File: src/rtl/debounce_fsm.sv
// Push-button debouncer: two-flop synchroniser followed by a four-state
// qualifier that only lets the output follow a level held STABLE_CYCLES samples.
module debounce_fsm #(
   parameter int unsigned STABLE_CYCLES = 500000,
   parameter int unsigned CNT_W         = 20
) (
   input  logic       clk,
   input  logic       reset,
   input  logic       INC_raw,
   output logic       INC_db_out,
   output logic       INC_busy,
   output logic [1:0] state_dbg
);

   typedef enum logic [1:0] {
      ST_LOW       = 2'd0,
      ST_WAIT_HIGH = 2'd1,
      ST_HIGH      = 2'd2,
      ST_WAIT_LOW  = 2'd3
   } state_t;

   localparam logic [CNT_W-1:0] CNT_LAST = CNT_W'(STABLE_CYCLES - 1);

   logic             sync1;
   logic             sync2;
   state_t           state;
   state_t           state_n;
   logic [CNT_W-1:0] cnt;
   logic [CNT_W-1:0] cnt_n;

   always_ff @(posedge clk or negedge reset) begin
      if (!reset) begin
         sync1 <= 1'b0;
         sync2 <= 1'b0;
      end else begin
         sync1 <= INC_raw;
         sync2 <= sync1;
      end
   end

   // A contrary sample in a WAIT state wins over completion, so the
   // stable level is never declared on the same edge a bounce arrives.
   always_comb begin
      state_n = state;
      cnt_n   = cnt;
      case (state)
         ST_LOW: begin
            if (sync2) begin
               state_n = ST_WAIT_HIGH;
               cnt_n   = '0;
            end
         end
         ST_WAIT_HIGH: begin
            if (!sync2) begin
               state_n = ST_LOW;
               cnt_n   = '0;
            end else if (cnt == CNT_LAST) begin
               state_n = ST_HIGH;
               cnt_n   = '0;
            end else begin
               cnt_n = cnt + 1'b1;
            end
         end
         ST_HIGH: begin
            if (!sync2) begin
               state_n = ST_WAIT_LOW;
               cnt_n   = '0;
            end
         end
         ST_WAIT_LOW: begin
            if (sync2) begin
               state_n = ST_HIGH;
               cnt_n   = '0;
            end else if (cnt == CNT_LAST) begin
               state_n = ST_LOW;
               cnt_n   = '0;
            end else begin
               cnt_n = cnt + 1'b1;
            end
         end
         default: begin
            state_n = ST_LOW;
            cnt_n   = '0;
         end
      endcase
   end

   // Outputs are flops loaded from the next-state decode, so they track
   // the state register exactly and cannot glitch.
   always_ff @(posedge clk or negedge reset) begin
      if (!reset) begin
         state      <= ST_LOW;
         cnt        <= '0;
         INC_db_out <= 1'b0;
         INC_busy   <= 1'b0;
      end else begin
         state      <= state_n;
         cnt        <= cnt_n;
         INC_db_out <= (state_n == ST_HIGH) || (state_n == ST_WAIT_LOW);
         INC_busy   <= (state_n == ST_WAIT_HIGH) || (state_n == ST_WAIT_LOW);
      end
   end

   assign state_dbg = state;

endmodule
File: config.mk
export PLATFORM = sky130hd
export DESIGN_NAME = debounce_fsm
export DESIGN_NICKNAME = d
export VERILOG_FILES = /design/src/rtl/debounce_fsm.sv
export SDC_FILE = /design/constraint.sdc
export NUM_CORES = 1
export LEC_CHECK = 0
export CORE_MARGIN = 3
export CORE_UTILIZATION = 35
export CTS_CLUSTER_SIZE = 20
export DETAILED_ROUTE_END_ITERATION = 10
export PLACE_DENSITY = 0.55
export SLEW_MARGIN = 30
export SYNTH_ARGS = -nofsm -noshare
export SYNTH_HDL_FRONTEND = slang
export SYNTH_SLANG_ARGS = --single-unit
File: constraint.sdc
create_clock -name clk -period 5.2 [get_ports clk]
set_clock_uncertainty 0.2 [all_clocks]
set_input_delay 1.04 -clock clk [delete_from_list [all_inputs] [get_ports clk]]
set_output_delay 1.04 -clock clk [all_outputs]
set_load 0.03 [all_outputs]
==> impl_metrics.json <==
{
  "rsz0062_at_grt": "false",
  "reg2reg_from": "cnt[10]$_DFFE_PN0P_",
  "synth_top_area_cell": "dfrtp_1",
  "synth_edf_count": 0,
  "clk_pin_slew_ns": 0.08,
  "hold_buffers": 0,
  "syn_inst": 141,
  "synth.net_count": 145,
  "clockRootBuffer": "clkbuf_8",
  "gp_congestion": 0.765,
  "crit_arrival_ns": 1.42,
  "areaGrowthSynthToFinish_pct": 9.32,
  "rows": 21,
  "final_util": 0.421,
  "layout_min_cycle_time_ns": 2.66,
  "grt_pass1_wl_um": 5180,
  "core_um2": 3520,
  "hold_start": "sync1$_DFF_PN0_",
  "critPathLaunchType": "register",
  "htree_num_levels": 1,
  "final_cell_area_um2": 1480,
  "max_stage_delay_ns": 0.71,
  "status": "finished, final reports clean",
  "ir_worst_vdd_uv": 173,
  "fmax_mhz": 376,
  "r2r_slack_ns": 3.03,
  "grt_pass1_vias": 1032,
  "io_pins": 7,
  "fin_crit_sh": 0.511,
  "r2r-end": "cnt[7]$_DFFE_PN0P_",
  "grt-ovfl-total": 0,
  "grt_max_degree": 26,
  "slowest_stage": "clkdlybuf4s50_1",
  "clk_path_buf_depth": 2,
  "routed_wl_um": 2980,
  "antenna_found_initial": 0,
  "whs_endpoint": "sync2$_DFF_PN0_",
  "dp_hpwl_um": 2110,
  "dpl-instance-area_um2": 1440,
  "worstSetupEndpointType": "output pin",
  "synth_cell_types": 38,
  "slew_viol_final": 0,
  "relSlewSlack": 0.599,
  "ff2ff_path_depth": 5,
  "postCtsResizedCells": 0,
  "share_seq_of_total_power": 0.580,
  "synth-seq-cells": 25,
  "hold_viol_final": 0,
  "cts_tree": "built",
  "worstPathMaxFanout": 7,
  "worst_skew_pair.late_latency_ns": 0.27,
  "async_reset_ff_frac": 1.00,
  "netlist_top_cells_count": "dfrtp_1 (25), nand2_1 (14), nand3_1 (12)",
  "vias": 1058,
  "synth.most_common_cell": "dfrtp_1",
  "p_sw_frac": 0.245,
  "start_util": 0.385,
  "power.switching_mw": 0.0841,
  "numCtsBuffers": 3,
  "worstHoldPathCells": 0,
  "maxCapViolCount": 0,
  "drcViolationCount": 0,
  "port_buffers": 6,
  "synthTopCellsByArea": "dfrtp_1 (46%), nand3_1 (4.4%), a21oi_1 (4.1%), nand2_1 (3.9%), nor4b_2 (3.3%)",
  "crit_required_ns": 3.96,
  "wl_per_cell_um": 15.5,
  "drt-vias-per-instance": 5.48,
  "dominantRegCellSynth": "dfrtp_1",
  "die_h_um": 68.3,
  "hold_path_class": "reg2reg",
  "p_int_mw": 0.260,
  "worst_pin_slew_ns": 0.601,
  "firstDrtPassIters": 4,
  "seq_area_frac_synth": 0.461,
  "crit_type": "reg2out",
  "die_area_um2": 4660,
  "antennaDiodeCount": 0,
  "worst_path_dominant_cell_family": "buffers and inverters",
  "p_per_area_nw_per_um2": 232,
  "syn_area_per_cell_um2": 9.62,
  "fin_nets": 152,
  "p_leak_nw": 0.617,
  "p_clk_frac": 0.346,
  "syn-cell-area_um2": 1360,
  "drive_gt1_frac": 0.122,
  "drt_iter0_drc": 76,
  "post_cts_buffers": 0,
  "clkSinkCount": 25,
  "dp_slack_ns": 2.85,
  "finalWorstSetupSlack_ns": 2.54,
  "grtUsageTotal": 0.152,
  "finalSetupViolCount": 0,
  "power_frac_comb": 0.075,
  "ys_warn_count": 0,
  "critPathBufInv": 1,
  "tns_ns": 0,
  "crit_chain": "clkdlybuf4s50_1",
  "dieWidth_um": 68.3,
  "power_mw": 0.344,
  "yosysTopAreaCellShare": 0.461,
  "drtAntennaViolNets": 0
}
power groups by stage:
stage / Clock, mW / Sequential, mW / Combinational [mW]
2_1_floorplan: 0 / 0.204 / 0.0162
6_report: 0.119 / 0.199 / 0.0257
5_1_grt: 0.130 / 0.200 / 0.0292
3_3_place_gp: 0 / 0.203 / 0.0252
3_5_place_dp: 0 / 0.203 / 0.0261
4_1_cts: 0.123 / 0.199 / 0.0262
through the flow:
| step | std cells | hold slack (ns) |
|---|---|---|
| after detailed placement | 189 | 0.154 |
| final | 193 | 0.173 |
| after floorplan | 141 | 0.131 |
| after CTS | 193 | 0.175 |
| after global routing | 193 | 0.187 |
| after global placement | 189 | 0.134 |
logic make-up (layout without fill, tap and decap cells):
group / after synthesis / count (layout) / share of synthesized area
xor gates and xnor gates: 3 / 3 / 0.0249
buffers and inverters: 9 / 15 / 0.0387
AOI/OAI and AO/OA: 37 / 37 / 0.166
and+or+nand+nor: 62 / 62 / 0.268
DFF: 25 / 25 / 0.461
adders and majority gates: 1 / 1 / 0.00922
muxes: 4 / 4 / 0.0314
cell type report:
type	count	area, µm²
fillers	363	2040
multi-input cells	107	681
flip-flops and latches	25	626
well taps	46	57.6
repair buffers	6	55.1
clock buffers	4	45.0
inverters	5	18.8
placed cells by master (no fill, tap or decap), drive strengths merged, types with 5 or more instances in the layout:
cell and count:
dfrtp 25, nand3 12, nand4 6, o21ai 15, a21oi 11, nor2 8
inv 5, nand2 15, clkdlybuf4s50 5
worst max path at each step:
stage                        from                  to  depth (start not counted)
6_report       INC_busy$_DFF_PN0_        state_dbg[0]                          1
5_1_grt        INC_busy$_DFF_PN0_            INC_busy                          1
4_1_cts        INC_busy$_DFF_PN0_        state_dbg[0]                          1
3_5_place_dp   INC_busy$_DFF_PN0_        state_dbg[0]                          1
3_3_place_gp                reset  cnt[5]$_DFFE_PN0P_                          1
2_1_floorplan  INC_busy$_DFF_PN0_        state_dbg[0]                          1
registers in the layout, indices dropped and copies added (netlist names):
register / flops
INC_busy: 1
cnt: 20
state_dbg: 1
sync2: 1
sync1: 1
INC_db_out: 1
per-layer routing:
layer	part of all wire	track usage	up-vias
li1	-	-	528
met1	0.48	0.208	517
met2	0.48	0.243	11
met3	0.029	0.0345	2
met4	0.0084	0.0372	0
met5	0	0	-
No activity file was read; power rests on OpenSTA's default activity.
